===== src/rtl/cursor_pkg.sv =====
// Shared types, button bit positions, screen bounds and coordinate step helpers for the cursor controller.
// Step helpers saturate at the bounds by default; define CURSOR_WRAP_EN to make them wrap instead.
package cursor_pkg;

  localparam int unsigned COORD_W = 10;
  localparam int unsigned BTN_W   = 4;

  localparam int unsigned BTN_XINC = 0;
  localparam int unsigned BTN_YDEC = 1;
  localparam int unsigned BTN_YINC = 2;
  localparam int unsigned BTN_XDEC = 3;

  localparam int unsigned DEF_X     = 320;
  localparam int unsigned DEF_Y     = 240;
  localparam int unsigned DEF_MAX_X = 639;
  localparam int unsigned DEF_MAX_Y = 479;

  typedef enum logic [1:0] {
    ST_IDLE     = 2'd0,
    ST_DEBOUNCE = 2'd1,
    ST_HOLD     = 2'd2,
    ST_REPEAT   = 2'd3
  } state_t;

  typedef logic [COORD_W-1:0] coord_t;

  typedef struct packed {
    coord_t x;
    coord_t y;
  } pos_t;

  function automatic int unsigned max3(input int unsigned a, input int unsigned b,
                                       input int unsigned c);
    int unsigned m;
    m = (a > b) ? a : b;
    return (m > c) ? m : c;
  endfunction

  function automatic coord_t coord_inc(input coord_t v, input coord_t lim);
`ifdef CURSOR_WRAP_EN
    return (v >= lim) ? '0 : v + coord_t'(1);
`else
    return (v >= lim) ? lim : v + coord_t'(1);
`endif
  endfunction

  function automatic coord_t coord_dec(input coord_t v, input coord_t lim);
`ifdef CURSOR_WRAP_EN
    return (v == '0) ? lim : v - coord_t'(1);
`else
    return (v == '0) ? '0 : v - coord_t'(1);
`endif
  endfunction

endpackage


===== src/rtl/cursor_step_timer.sv =====
// Reloadable down-counter; expired is a registered flag that is high while the count sits at zero.
module cursor_step_timer #(
  parameter int unsigned W = 16
) (
  input  logic         clk,
  input  logic         rst,
  input  logic         load,
  input  logic [W-1:0] load_val,
  output logic         expired
);

  logic [W-1:0] count_q, count_d;
  logic         expired_q;

  always_comb begin
    count_d = count_q;
    if (load) begin
      count_d = load_val;
    end else if (count_q != '0) begin
      count_d = count_q - W'(1);
    end
  end

  always_ff @(posedge clk or negedge rst) begin
    if (!rst) begin
      count_q   <= '0;
      expired_q <= 1'b1;
    end else begin
      count_q   <= count_d;
      expired_q <= (count_d == '0);
    end
  end

  assign expired = expired_q;

endmodule


===== src/rtl/cursor_step_ctrl.sv =====
// Button-driven cursor with debounce and auto-repeat, plus an absolute host load path.
// Bound behaviour (saturate or wrap) follows CURSOR_WRAP_EN via the cursor_pkg step helpers.
module cursor_step_ctrl
  import cursor_pkg::*;
#(
  parameter int unsigned DEFAULT_X     = DEF_X,
  parameter int unsigned DEFAULT_Y     = DEF_Y,
  parameter int unsigned MAX_X         = DEF_MAX_X,
  parameter int unsigned MAX_Y         = DEF_MAX_Y,
  parameter int unsigned DEBOUNCE_CYC  = 50000,
  parameter int unsigned REPEAT_DELAY  = 5000000,
  parameter int unsigned REPEAT_PERIOD = 500000
) (
  input  logic               clk,
  input  logic               rst,
  input  logic [BTN_W-1:0]   btn,
  input  logic               host_valid,
  output logic               host_ready,
  input  logic [COORD_W-1:0] host_x,
  input  logic [COORD_W-1:0] host_y,
  output logic [COORD_W-1:0] x,
  output logic [COORD_W-1:0] y,
  output logic               step
);

  localparam int unsigned MAX_CNT = max3(DEBOUNCE_CYC - 1, REPEAT_DELAY - 1, REPEAT_PERIOD - 1);
  localparam int unsigned TIMER_W = (MAX_CNT < 2) ? 1 : $clog2(MAX_CNT + 1);

  localparam coord_t LIM_X = coord_t'(MAX_X);
  localparam coord_t LIM_Y = coord_t'(MAX_Y);

  logic [BTN_W-1:0]   sync1_q, sbtn_q;
  state_t             state_q, state_d;
  logic [BTN_W-1:0]   dir_q, dir_d;
  logic               pend_q, pend_d;
  logic               step_q;
  logic               host_ready_q;
  pos_t               pos_q, pos_d;

  logic               tmr_load;
  logic [TIMER_W-1:0] tmr_val;
  logic               tmr_expired;
  logic               host_accept;

  cursor_step_timer #(
    .W(TIMER_W)
  ) u_timer (
    .clk      (clk),
    .rst      (rst),
    .load     (tmr_load),
    .load_val (tmr_val),
    .expired  (tmr_expired)
  );

  // Debounce/repeat sequencing; any change of the synchronized buttons aborts to IDLE.
  always_comb begin
    state_d  = state_q;
    dir_d    = dir_q;
    pend_d   = 1'b0;
    tmr_load = 1'b0;
    tmr_val  = '0;
    unique case (state_q)
      ST_IDLE: begin
        if ($onehot(sbtn_q)) begin
          state_d  = ST_DEBOUNCE;
          dir_d    = sbtn_q;
          tmr_load = 1'b1;
          tmr_val  = TIMER_W'(DEBOUNCE_CYC - 1);
        end
      end
      ST_DEBOUNCE: begin
        if (sbtn_q != dir_q) begin
          state_d = ST_IDLE;
        end else if (tmr_expired) begin
          state_d  = ST_HOLD;
          pend_d   = 1'b1;
          tmr_load = 1'b1;
          tmr_val  = TIMER_W'(REPEAT_DELAY - 1);
        end
      end
      ST_HOLD, ST_REPEAT: begin
        if (sbtn_q != dir_q) begin
          state_d = ST_IDLE;
        end else if (tmr_expired) begin
          state_d  = ST_REPEAT;
          pend_d   = 1'b1;
          tmr_load = 1'b1;
          tmr_val  = TIMER_W'(REPEAT_PERIOD - 1);
        end
      end
      default: state_d = ST_IDLE;
    endcase
  end

  // A pending button step owns the position register; host loads wait for it to drain.
  assign host_accept = host_valid && host_ready_q;

  always_comb begin
    pos_d = pos_q;
    if (pend_q) begin
      if (dir_q[BTN_XINC]) begin
        pos_d.x = coord_inc(pos_q.x, LIM_X);
      end else if (dir_q[BTN_XDEC]) begin
        pos_d.x = coord_dec(pos_q.x, LIM_X);
      end else if (dir_q[BTN_YINC]) begin
        pos_d.y = coord_inc(pos_q.y, LIM_Y);
      end else if (dir_q[BTN_YDEC]) begin
        pos_d.y = coord_dec(pos_q.y, LIM_Y);
      end
    end else if (host_accept) begin
      pos_d.x = (host_x > LIM_X) ? LIM_X : host_x;
      pos_d.y = (host_y > LIM_Y) ? LIM_Y : host_y;
    end
  end

  always_ff @(posedge clk or negedge rst) begin
    if (!rst) begin
      sync1_q      <= '0;
      sbtn_q       <= '0;
      state_q      <= ST_IDLE;
      dir_q        <= '0;
      pend_q       <= 1'b0;
      step_q       <= 1'b0;
      host_ready_q <= 1'b1;
      pos_q.x      <= coord_t'(DEFAULT_X);
      pos_q.y      <= coord_t'(DEFAULT_Y);
    end else begin
      sync1_q      <= btn;
      sbtn_q       <= sync1_q;
      state_q      <= state_d;
      dir_q        <= dir_d;
      pend_q       <= pend_d;
      step_q       <= pend_q;
      host_ready_q <= !pend_d;
      pos_q        <= pos_d;
    end
  end

  assign host_ready = host_ready_q;
  assign x          = pos_q.x;
  assign y          = pos_q.y;
  assign step       = step_q;

endmodule


===== config.mk =====
export PLATFORM = sky130hd
export DESIGN_NAME = cursor_step_ctrl
export DESIGN_NICKNAME = d
export VERILOG_FILES = /design/src/rtl/cursor_pkg.sv /design/src/rtl/cursor_step_timer.sv /design/src/rtl/cursor_step_ctrl.sv
export SDC_FILE = /design/constraint.sdc
export NUM_CORES = 1
export LEC_CHECK = 0
export BUFFER_PORTS_ARGS = -buffer_cell sky130_fd_sc_hd__buf_2
export CAP_MARGIN = 5
export CORE_MARGIN = 2
export CORE_UTILIZATION = 30
export DETAILED_ROUTE_END_ITERATION = 16
export GPL_TIMING_DRIVEN = 0
export PLACE_DENSITY = 0.57
export SLEW_MARGIN = 15
export SYNTH_ARGS = -nofsm -noshare
export SYNTH_HDL_FRONTEND = slang
export SYNTH_SLANG_ARGS = --single-unit

===== constraint.sdc =====
create_clock -name clk -period 3.59 [get_ports clk]
set_clock_uncertainty 0.2 [all_clocks]
set_input_delay 0.359 -clock clk [delete_from_list [all_inputs] [get_ports clk]]
set_output_delay 0.359 -clock clk [all_outputs]
set_load 0.01 [all_outputs]

# After elaboration in Yosys (flattened, before gate mapping)
# Index checks and enable logic that the tools add are counted.
[totals] latchBits=0 word_cells=82 mem_bits_rw=0 mem_bits_ro=0 memories=0 regBits=61
[classes] n_lt_le_gt_ge=4 n_div=0 n_eq_ne=12 n_addsub=8 mul=0 n_bitwise=0 n_mux=33 n_reduce_logical=14 shifts=0
[ops] op="$mux W10" n=12
[ops] op="$mux W23" n=4
[ops] op="$pmux W23 S3" n=1
[ops] op="$mux W20" n=2
[ops] op="$mux W19" n=2
[ops] op="$logic_not A23 Y1" n=1
[ops] op="$reduce_bool A23 Y1" n=1
[ops] op="$sub A23 B1 Y23 const B" n=1
[ops] op="$add A10 B1 Y10 const B" n=2
[ops] op="$logic_not A10 Y1" n=2
[ops] op="$sub A10 B1 Y10 const B" n=2
[ops] op="$mux W16" n=1
[ops] op="$ge A10 B10 Y1 const B" n=1
[ops] op="$ge A10 B9 Y1 const B" n=1
[ops] op="$gt A10 B10 Y1 const B" n=1
[ops] op="$gt A10 B9 Y1 const B" n=1
[ops] op="$mux W2" n=5
[ops] op="$ne A2 B2 Y1 const B" n=3
[ops] op="$ne A3 B2 Y1 const B" n=2
[ops] op="$ne A3 B3 Y1 const B" n=2
[ops] op="$pmux W2 S3" n=1
[ops] op="$add A1 B1 Y2" n=2
[ops] op="$eq A2 B2 Y1 const B" n=2
[ops] op="$mux W1" n=4
[ops] op="other kinds (14)" n=15

# Depth between registers and ports, before layout
# Gate-level depths: netlist (run 1).
[depth] ltp_word=7 depth_mapped=12 mapped_depth_nobuf=12

# Hierarchy
# A second synthesis (run 1) with hierarchy kept.
[hier_totals] hier_cells=496 area_unflattened_um2=4240.3
[by_module_without_submodules] module="cursor_step_ctrl" cells_per_inst=332 seq_area_each_um2=934.6 area_each_um2=2727.6 n_inst=1
[by_module_without_submodules] module="cursor_step_timer" cells_per_inst=164 seq_area_each_um2=601.8 area_each_um2=1512.7 n_inst=1

# Worst setup path before layout (run 1)
# Ideal clock, no wire load.
[synth_path] kind="reg2reg" start="register sbtn_q[0]" end="register u_timer.expired_q (netlist: u_timer.expired)" t_arrival_ns=2.752 synth_period_minus_slack_ns=3.015 path_slack_ns=0.575 stages_incl_launch_ff=13 cell_sequence="dfrtp_1 -> inv_1 -> fa_1 -> inv_1 -> ha_1 -> ha_1 -> nor4_1 -> nand2_1 -> o21ai_1 -> buf_2 -> nor2_1 -> nor4_1 -> and4b_1"
[synth_via] elab_chain_cells=7 elab_cells_between_ends=13
[synth_lines] element="from (decl)" line_no="cursor_step_ctrl.sv:32" text="logic [BTN_W-1:0] sync1_q, sbtn_q;"
[synth_lines] element="from (signal assigned)" line_no="cursor_step_ctrl.sv:129" text="sbtn_q <= sync1_q;"
[synth_lines] element="$add A1 B1 Y2 (implied by the code)" line_no="cursor_step_ctrl.sv:64" text="if ($onehot(sbtn_q)) begin"
[synth_lines] element="$add A2 B2 Y3 (implied by the code)" line_no="cursor_step_ctrl.sv:64"
[synth_lines] element="$eq A3 B1 Y1" line_no="cursor_step_ctrl.sv:64"
[synth_lines] element="$mux W1" line_no="cursor_step_ctrl.sv:64"
[synth_lines] element="$pmux W1 S2" line_no="cursor_step_ctrl.sv:62" text="unique case (state_q)"
[synth_lines] element="$mux W23 (*)" line_no="cursor_step_timer.sv:17" text="if (load) begin"
[synth_lines] element="net u_timer.count_d[12]" line_no="cursor_step_timer.sv:12" text="logic [W-1:0] count_q, count_d;"
[synth_lines] element="$logic_not A23 Y1 (*)" line_no="cursor_step_timer.sv:30" text="expired_q <= (count_d == '0);"
[synth_lines] element="to (signal assigned)" line_no="cursor_step_timer.sv:30"
[synth_lines] element="to (decl)" line_no="cursor_step_timer.sv:13" text="logic expired_q;"
# The timed path passes the listed nets; every way through them passes the cells marked *.
# A chain may end at the register's enable or synchronous reset.

# Final worst setup path (run 1)
[layout_path] start="register sbtn_q[0]" end="register u_timer.expired_q (netlist: u_timer.expired)"
[layout_via] elab_chain_cells=7 elab_cells_between_ends=13
[layout_lines] element="$add A1 B1 Y2 (implied by the code)" line_no="cursor_step_ctrl.sv:64"
[layout_lines] element="$add A2 B2 Y3 (implied by the code)" line_no="cursor_step_ctrl.sv:64"
[layout_lines] element="$eq A3 B1 Y1" line_no="cursor_step_ctrl.sv:64"
[layout_lines] element="$mux W16 / $mux W1 (equally long branches)" line_no="cursor_step_ctrl.sv:64"
[layout_lines] element="$pmux W23 S3 / $pmux W1 S2 (equally long branches)" line_no="cursor_step_ctrl.sv:62"
[layout_lines] element="$mux W23 (*)" line_no="cursor_step_timer.sv:17"
[layout_lines] element="$logic_not A23 Y1 (*)" line_no="cursor_step_timer.sv:30"
# Mark *: on every way between the ends. The rest lies on a longest branch, timed or not.

==> impl_metrics.yaml, run 1 <==
worst_setup_path:
  worst-path-buf-inv: 3
  cp_cell_sequence: "inv_1 -> fa_1 -> inv_1 -> ha_1 -> ha_1 -> nor4_1 -> nand2_2 -> o21ai_2 -> buf_2 -> o211ai_1 -> nor4_2 -> and4b_1"
  rrSetupSlack_ps: 190
  category_of_the_worst_setup_path_launch_point: "flop"
  crit_type: "reg2reg"
  worst-path-max-fanout: 10
  critical_path.slowest_cell: "sky130_fd_sc_hd__fa_1"
  worst-endpoint-required_ps: 3660
  worst-endpoint-arrival_ps: 3470
  critical-path-max-stage-delay_ps: 540
  timing.critical_path.to_type: "flop"
  cp_top_family: "simple AND/OR/NAND/NOR gates"
place:
  io_buffer_count: 48
  pre_cts_ws_ps: 6.45
  hpwlAfterDp_mm: 7.91
  placed_cell_area_mm2: 0.00461
  gp_congestion: 0.890
cts:
  clock_path_buffers: 2
  insertion_delay_ps: 330
  cts.htree.levels: 3
  clock-root-buffer: "sky130_fd_sc_hd__clkbuf_16"
  clock-sinks: 61
  cts_bufs_inserted: 9
  tritoncts: "done"
  post_cts_buffers: 0
  clkSlewWorstSetupHoldPaths_ps: 60
power_and_ir_drop:
  max-vdd-ir-drop_v: 0.000227
  pwr-share-comb: 0.306
  clkPwrFrac: 0.362
  p_sw_frac: 0.338
  reported_leakage_power_nw: 2.06
  cellPowerDensity_mw_per_mm2: 549
  p_seq_frac: 0.332
  cell_internal_power_w: 0.00182
  p_sw_w: 0.000928
sta:
  post-route-period-util: 0.948
  fmaxAchievable_ghz: 0.294
  finalWorstSetupSlack_ps: 187
  holdWs_ps: 106
  final_hold_viol_count: 0
  timing.final.setup_violations: 0
  total_count_of_max_transition_violations_in_the_final_report: 0
  rsz0062_at_grt: "no"
  final.min_clock_period_ps: 3400
  worst_max_slew_pin_slew_ps: 587
  max-slew-margin-rel: 0.608
detailed_routing:
  route.vias.total: 3680
  drt_pre_antenna_iters: 4
  drt-initial-drc-count: 336
  route.detailed.wl_per_inst_um: 15.2
  residual_drc: 0
  wl_mm: 10.8
  drtAntennaViolNets: 0
  viasPerCell: 5.15
finish:
  diodes: 0
  num-nets-final: 570
  filler_cell_count: 1353
  final_util: 0.375
  final_area_mm2: 0.00501
  final_layout_size_suffix_gt1_frac: 0.212
  synthToLayoutAreaGrowth_pct: 21.7
global_routing:
  grt_pass1_vias: 3617
  antenna_violations_before_repair: 0
  grt_start_max_net_pins: 43
  global_route_wire_length_before_repair_mm: 18.0
  overflow: 0
  grt_util_all_layers: 0.154
synthesis:
  dominant_register_cell_in_the_synthesized_netlist: "sky130_fd_sc_hd__dfrtp_1"
  synth.distinct_cells: 81
  ys_seq_elements: 61
  synth_warnings: 0
  async_reset_ff_frac: 1.00
  postSynthCellCount: 469
  top_count_cell_post_synth: "sky130_fd_sc_hd__dfrtp_1"
  synthesis.nets: 505
  synth-edff-count: 0
  synth_top_cells_by_count: "sky130_fd_sc_hd__dfrtp_1 (53), sky130_fd_sc_hd__nor2_1 (47), sky130_fd_sc_hd__nand2_1 (40), sky130_fd_sc_hd__o21ai_0 (40), sky130_fd_sc_hd__a21oi_1 (26)"
  synthesized_area_per_cell_um2: 8.78
  yosysTopAreaCell: "sky130_fd_sc_hd__dfrtp_1"
  largest_cells_by_area_after_synthesis: "sky130_fd_sc_hd__dfrtp_1 (32%), sky130_fd_sc_hd__dfstp_2 (5.1%), sky130_fd_sc_hd__xnor2_1 (4.9%)"
  synth.cell_area_mm2: 0.00412
  synthDominantCellAreaShare: 0.322
  synth.yosys.seq_area_share: 0.373
floorplan:
  core_area_mm2: 0.0133
  core.rowCount: 42
  start_util: 0.308
  die_x_um: 121
  die_h_um: 121
  ios: 49
  fp.dieArea_mm2: 0.0147
outcome:
  status: "complete, no violations"
worst_hold_path:
  min-delay-path-class: "in2reg"
job:
  maxCapViolations: 0
==> cells in the final DEF (no fill, tap or decap), types with 5 or more instances in the layout <==
cell type	count
sky130_fd_sc_hd__o21a_1	5
sky130_fd_sc_hd__xor2_1	9
sky130_fd_sc_hd__dfrtp_1	53
sky130_fd_sc_hd__nor2_1	47
sky130_fd_sc_hd__nor4_1	6
sky130_fd_sc_hd__o21ai_0	40
sky130_fd_sc_hd__dlygate4sd3_1	5
sky130_fd_sc_hd__dfstp_2	8
sky130_fd_sc_hd__nand4_1	9
sky130_fd_sc_hd__buf_2	52
sky130_fd_sc_hd__mux2i_1	6
sky130_fd_sc_hd__inv_1	22
sky130_fd_sc_hd__o21ai_1	5
sky130_fd_sc_hd__xnor2_1	23
sky130_fd_sc_hd__clkbuf_16	9
sky130_fd_sc_hd__o22ai_1	6
sky130_fd_sc_hd__nor3_1	14
sky130_fd_sc_hd__ha_1	8
sky130_fd_sc_hd__a21oi_1	26
sky130_fd_sc_hd__and2_1	6
sky130_fd_sc_hd__nand2b_1	6
sky130_fd_sc_hd__clkbuf_1	18
sky130_fd_sc_hd__nand2_1	39
sky130_fd_sc_hd__nand3_1	17
==> tightest hold or removal path, delay by kind of cell <==
kind / cells / cell delay [ps]
and+or+nand+nor: 1 / 60
buffers and inverters: 1 / 100
AOI/OAI and AO/OA: 1 / 80
==> routing by layer <==
layer  up-vias  wire length, um  global-route usage
li1       1822                -                   -
met1      1782             5000               0.199
met2        72             5270               0.250
met3         4              512              0.0409
met4         0               60              0.0474
met5         -                0                   0
==> layout make-up <==
cell class / instances / area, um^2 / area share
clock buffer: 13 / 280 / 0.0560
clock inverter: 3 / 65.1 / 0.0130
inverter: 22 / 82.6 / 0.0165
tap: 176 / 220 / 0.0440
multi-input combinational: 360 / 2380 / 0.476
buffer: 26 / 119 / 0.0237
timing repair buffer: 54 / 320 / 0.0640
sequential: 61 / 1540 / 0.307
==> power groups by stage <==
stage	Clock, W	Combinational (W)	Sequential, W
6_report	0.000996	0.000841	0.000912
5_1_grt	0.00106	0.000936	0.000928
4_1_cts	0.00103	0.000841	0.000912
3_5_place_dp	0	0.000833	0.000921
3_3_place_gp	0	0.000813	0.000916
2_1_floorplan	0	0.000614	0.000906
==> state kept, by name (all words and copies together), names as in the netlist <==
| register | flops |
|---|---|
| y | 10 |
| u_timer.count_q | 23 |
| x | 10 |
| sync1_q | 4 |
| host_ready | 1 |
| step | 1 |
| pend_q | 1 |
| state_q | 2 |
| sbtn_q | 4 |
| dir_q | 4 |
| u_timer.expired | 1 |
==> repair_timing <==
action	4_1_cts	5_1_grt
endpoints found under the hold margin	23	0
resized for setup	1	1
hold buffers	5	0
endpoints found under the setup margin	1	1
==> per-stage QoR <==
| step | total power, W | std cells | setup TNS (ps) |
|---|---|---|---|
| final | 0.00275 | 715 | 0 |
| after global routing | 0.00293 | 715 | 0 |
| after CTS | 0.00278 | 715 | 0 |
| after detailed placement | 0.00175 | 694 | 0 |
| after global placement | 0.00173 | 693 | -2.97 |
| after floorplan | 0.00152 | 469 | 0 |
==> path summary, 6_finish.rpt <==
check                           start               to  cells past startpoint
max                         sbtn_q[0]  u_timer.expired                     12
min                         host_x[8]             x[8]                      3
max reg2reg                 sbtn_q[0]  u_timer.expired                     12
min reg2reg                sync1_q[2]        sbtn_q[2]                      0
max in group asynchronous         rst  u_timer.expired                      3
min in group asynchronous         rst             x[5]                      2
==> logic make-up after synthesis <==
family / Yosys count / share of synthesized area
buffers and inverters: 48 / 0.0489
XOR/XNOR: 33 / 0.0720
flip-flops: 61 / 0.373
adder cells (fa/ha/maj): 9 / 0.0292
AND/OR/NAND/NOR: 182 / 0.252
AO/OA/AOI/OAI: 128 / 0.205
multiplexers: 8 / 0.0201
No activity file was read; power rests on OpenSTA's default activity.
==> run 2: changes to the inputs <==
Settings changed: CORE_MARGIN 2 to unset, GPL_TIMING_DRIVEN 0 to unset.
==> run 2 against run 1 <==
Critical path depth stayed put. Register-to-register slack better by 190 ps. Worst setup slack better by 190 ps. Routed wire length is 3.0% lower. Via count is 0.24% higher. Highest routed layer unchanged.
==> impl_metrics.yaml, run 2 (same netlist as run 1, synthesis figures left out) <==
global_routing:
  grt_pass1_vias: 3510
  grt_start_max_net_pins: 45
  antenna_violations_before_repair: 0
  overflow: 0
  global_route_wire_length_before_repair_mm: 17.7
  grt_util_all_layers: 0.156
worst_setup_path:
  critical_path.slowest_cell: "sky130_fd_sc_hd__fa_1"
  cp_cell_sequence: "inv_1 -> fa_1 -> inv_1 -> ha_1 -> ha_1 -> nor4_1 -> nand2_1 -> o21ai_1 -> buf_4 -> o21ai_1 -> nor4_1 -> and4b_1"
  reg2regPathDepth: 12
  r2r_end: "u_timer.expired"
  crit_type: "reg2reg"
  worst-endpoint-arrival_ps: 3280
  timing.critical_path.to_type: "flop"
  worst-endpoint-required_ps: 3650
  category_of_the_worst_setup_path_launch_point: "flop"
  rrSetupSlack_ps: 370
  critical-path-max-stage-delay_ps: 540
  rr_startpoint: "sbtn_q[0]"
  worst-path-max-fanout: 15
sta:
  total_count_of_max_transition_violations_in_the_final_report: 0
  setup_total_negative_slack_ps: 0
  timing.final.setup_violations: 0
  worst_max_slew_pin_slew_ps: 1010
  post-route-period-util: 0.896
  rsz0062_at_grt: "no"
  max-slew-margin-rel: 0.327
  final_hold_viol_count: 0
  holdWs_ps: 1.01
  fmaxAchievable_ghz: 0.311
  final.min_clock_period_ps: 3220
power_and_ir_drop:
  cellPowerDensity_mw_per_mm2: 542
  reported_leakage_power_nw: 2.02
  max-vdd-ir-drop_v: 0.000280
cts:
  cts_resized: 0
  clkSlewWorstSetupHoldPaths_ps: 60
  cts_bufs_inserted: 9
  clock_path_buffers: 2
  insertion_delay_ps: 330
  clock-root-buffer: "sky130_fd_sc_hd__clkbuf_16"
  clock-sinks: 61
  cts.htree.levels: 3
  tritoncts: "done"
finish:
  num-nets-final: 551
  biggestRegsByFlops: "u_timer.count_q (23), x (10), y (10)"
  synthToLayoutAreaGrowth_pct: 18.8
  registers.top_by_ff_count: "u_timer.count_q"
  largest_register_ff_count: 23
  filler_cell_count: 1334
  mostFrequentLayoutCells: "sky130_fd_sc_hd__dfrtp_1 (53), sky130_fd_sc_hd__buf_2 (48), sky130_fd_sc_hd__nor2_1 (47)"
  final_common_cell: "sky130_fd_sc_hd__dfrtp_1"
  diodes: 0
  final_layout_size_suffix_gt1_frac: 0.213
job:
  maxCapViolations: 0
floorplan:
  core.rowCount: 42
  ios: 49
  core_area_mm2: 0.0133
  die_x_um: 119
  fp.dieArea_mm2: 0.0142
  start_util: 0.310
  die_h_um: 119
detailed_routing:
  residual_drc: 0
  drt_pre_antenna_iters: 4
  drt-initial-drc-count: 260
  wl_mm: 10.5
  viasPerCell: 5.30
  route.vias.total: 3689
  route.detailed.wl_per_inst_um: 15.1
  drtAntennaViolNets: 0
outcome:
  status: "complete, no violations"
place:
  io_buffer_count: 48
  gp_congestion: 0.870
  hpwlAfterDp_mm: 7.70
worst_hold_path:
  min-delay-path-class: "in2async"
==> run 2: through the flow <==
| step | utilization | instances | setup slack (ps) | instance area, um^2 | power (W) |
|---|---|---|---|---|---|
| final | 0.368 | 696 | 374 | 4890 | 0.00265 |
| after global routing | 0.368 | 696 | 112 | 4890 | 0.00282 |
| after CTS | 0.367 | 694 | 257 | 4880 | 0.00267 |
| after detailed placement | 0.339 | 674 | 277 | 4510 | 0.00170 |
| after global placement | 0.339 | 674 | 465 | 4510 | 0.00169 |
| after floorplan | - | 469 | 575 | 4120 | 0.00152 |
==> run 2: layout make-up <==
class	instances	area [um^2]	area share
repair buffers	61	348	0.0711
well taps	176	220	0.0450
inverters	22	82.6	0.0169
clock buffers	12	256	0.0524
multi-input cells	360	2380	0.486
flip-flops and latches	61	1540	0.314
clock inverters	4	70.1	0.0143
==> run 2: worst max-delay path by stage <==
stage	start	to	slack [ps]	depth (start not counted)
floorplan	sbtn_q[0]	u_timer.expired	570	12
global placement	sbtn_q[0]	u_timer.expired	460	12
detailed placement	sbtn_q[0]	u_timer.expired	280	12
CTS	sbtn_q[0]	u_timer.expired	260	12
global route	sbtn_q[0]	u_timer.expired	110	12
finish	sbtn_q[0]	u_timer.expired	370	12
==> run 2: repair_timing <==
item,4_1_cts,5_1_grt
endpoints found under the setup margin,0,1
buffers inserted,0,2
hold buffers,4,0
hold endpoints to repair,4,0
==> run 2: worst max-delay path: cells and delay by family (launching register included) <==
family          cells  cell delay (ps)
compound gates      2              210
buf+inv             3              340
fa+ha+maj           3              980
flops               1              370
simple gates        4             1050
==> run 2: layer usage <==
metal | share of wire | up-vias | GRT usage | routed length, um
met2 | 0.49 | 96 | 0.254 | 5130
met1 | 0.45 | 1802 | 0.201 | 4750
met3 | 0.045 | 12 | 0.0369 | 478
met5 | 0 | - | 0 | 0
li1 | - | 1779 | - | -
met4 | 0.015 | 0 | 0.0578 | 156
==> run 2: report_power, final <==
| part | internal (W) | switching, W |
|---|---|---|
| combinational | 0.000319 | 0.000386 |
| clock | 0.000643 | 0.000304 |
| sequential | 0.000791 | 0.000208 |
==> run 3: changes to the inputs <==
--- a/config.mk
+++ b/config.mk
@@ -11,2 +11,3 @@
 export DETAILED_ROUTE_END_ITERATION = 16
+export GPL_ROUTABILITY_DRIVEN = 0
 export PLACE_DENSITY = 0.57
==> constraint.sdc (replaced) <==
create_clock -name clk -period 3.59 [get_ports clk]
set_clock_uncertainty 0.2 [all_clocks]
set_input_delay 0.1795 -clock clk [delete_from_list [all_inputs] [get_ports clk]]
set_output_delay 0.1795 -clock clk [all_outputs]
set_load 0.01 [all_outputs]
==> run 3 against run 2 <==
Total power down 0.90%. Sequential cell count unchanged. Sequential share of layout area down 0.62 points. Largest cell class unchanged.
==> impl_metrics.yaml, run 3 (same netlist as run 1, synthesis figures left out) <==
detailed_routing:
  drt_pre_antenna_iters: 4
  viasPerCell: 5.24
  route.vias.total: 3706
  drtAntennaViolNets: 0
  residual_drc: 0
  drt-initial-drc-count: 265
  route.detailed.wl_per_inst_um: 14.9
  wl_mm: 10.6
sta:
  final_hold_viol_count: 0
  max-slew-margin-rel: 0.467
  finalWorstSetupSlack_ps: 287
  total_count_of_max_transition_violations_in_the_final_report: 0
  worst_max_slew_pin_slew_ps: 800
  post-route-period-util: 0.920
  fmaxAchievable_ghz: 0.303
  holdWs_ps: 2.90
  timing.final.setup_violations: 0
  setup_total_negative_slack_ps: 0
  rsz0062_at_grt: "no"
  final.min_clock_period_ps: 3300
power_and_ir_drop:
  post-layout-total-power_w: 0.00263
  max-vdd-ir-drop_v: 0.000261
  reported_leakage_power_nw: 2.05
  cellPowerDensity_mw_per_mm2: 527
place:
  hpwlAfterDp_mm: 7.44
  pre_cts_ws_ps: 333
  io_buffer_count: 48
job:
  maxCapViolations: 0
worst_setup_path:
  crit_type: "reg2reg"
  r2r_end: "u_timer.expired"
  worst-path-buf-inv: 3
  worst-path-max-fanout: 15
  rr_startpoint: "sbtn_q[0]"
  cp_cell_sequence: "inv_1 -> fa_1 -> inv_1 -> ha_1 -> ha_1 -> nor4_1 -> nand2_1 -> o21ai_1 -> buf_4 -> o21ai_1 -> nor4_1 -> and4b_1"
  path_depth: 12
  worst-endpoint-arrival_ps: 3370
  cp_top_family: "simple AND/OR/NAND/NOR gates"
  rrSetupSlack_ps: 290
  critical_path.slowest_cell: "sky130_fd_sc_hd__fa_1"
  worst-endpoint-required_ps: 3660
  category_of_the_worst_setup_path_launch_point: "flop"
  timing.critical_path.to_type: "flop"
  reg2regPathDepth: 12
  critical-path-max-stage-delay_ps: 530
cts:
  cts_resized: 0
  cts_bufs_inserted: 9
  clock-root-buffer: "sky130_fd_sc_hd__clkbuf_16"
  post_cts_buffers: 0
  cts.htree.levels: 3
  insertion_delay_ps: 330
  tritoncts: "done"
  clock_path_buffers: 2
  clkSlewWorstSetupHoldPaths_ps: 50
  cts-hold-fix-buffers: 18
  clock-sinks: 61
global_routing:
  antenna_violations_before_repair: 0
  grt_pass1_vias: 3541
  grt_util_all_layers: 0.157
  grt_start_max_net_pins: 62
  overflow: 0
  global_route_wire_length_before_repair_mm: 17.6
finish:
  mostFrequentLayoutCells: "sky130_fd_sc_hd__dfrtp_1 (53), sky130_fd_sc_hd__buf_2 (48), sky130_fd_sc_hd__nor2_1 (47)"
  registers.top_by_ff_count: "u_timer.count_q"
  diodes: 0
  num-nets-final: 562
  filler_cell_count: 1320
  biggestRegsByFlops: "u_timer.count_q (23), x (10), y (10)"
  synthToLayoutAreaGrowth_pct: 21.2
  final_layout_size_suffix_gt1_frac: 0.202
  largest_register_ff_count: 23
  final_common_cell: "sky130_fd_sc_hd__dfrtp_1"
outcome:
  status: "complete, no violations"
floorplan:
  die_x_um: 119
  core_area_mm2: 0.0133
  fp.dieArea_mm2: 0.0142
  core.rowCount: 42
  ios: 49
  start_util: 0.310
  die_h_um: 119
worst_hold_path:
  min-delay-start: "host_x[9]"
  holdPathStages: 3
  hold_end: "x[9]"
  min-delay-path-class: "in2reg"
-- run 3: cell types whose count changed in the layout (fill, tap and decap cells not counted), sizes merged --
cell,previous run,this run
buf,57,54
clkbuf,12,11
clkinv,2,3
dlygate4sd3,4,18
-- run 3: where the power goes --
part           switching (W)  leakage [nW]  internal [W]
Clock               0.000313         0.153      0.000604
Sequential          0.000211         0.728      0.000791
Combinational       0.000386          1.17      0.000323
Total               0.000910          2.05       0.00172
-- run 3: worst reg2reg max path: cells and delay by family, from the launching register on --
family          cells  cell delay, ps
simple gates        4            1100
fa+ha+maj           3             980
flops               1             370
buf+inv             3             350
compound gates      2             260
-- run 3: cell type report --
class | instances | area (um^2) | area share
well taps | 176 | 220 | 0.0441
clock buffers | 11 | 233 | 0.0466
flip-flops and latches | 61 | 1540 | 0.308
repair buffers | 72 | 465 | 0.0933
inverters | 22 | 82.6 | 0.0165
multi-input cells | 360 | 2380 | 0.477
clock inverters | 5 | 75.1 | 0.0150
-- run 3: worst max-delay path by stage --
| stage | from | endpoint | slack, ps |
|---|---|---|---|
| after floorplan | sbtn_q[0] | u_timer.expired | 570 |
| after global placement | sbtn_q[0] | u_timer.expired | 460 |
| after detailed placement | sbtn_q[0] | u_timer.expired | 330 |
| after CTS | sbtn_q[0] | u_timer.expired | 320 |
| after global routing | sbtn_q[0] | u_timer.expired | 60 |
| final | sbtn_q[0] | u_timer.expired | 290 |
-- run 3: stage by stage --
stage | cells | util | instance area [um^2]
floorplan | 469 | - | 4120
global placement | 673 | 0.339 | 4500
detailed placement | 673 | 0.339 | 4500
CTS | 707 | 0.375 | 4990
global route | 707 | 0.375 | 4990
finish | 707 | 0.375 | 4990
-- run 3: layer usage --
layer	up-vias	global-route usage	wire length, um	part of all wire
met5	-	0	0	0
li1	1807	-	-	-
met2	88	0.253	5060	0.48
met1	1798	0.203	4870	0.46
met3	13	0.0393	486	0.046
met4	0	0.0514	147	0.014
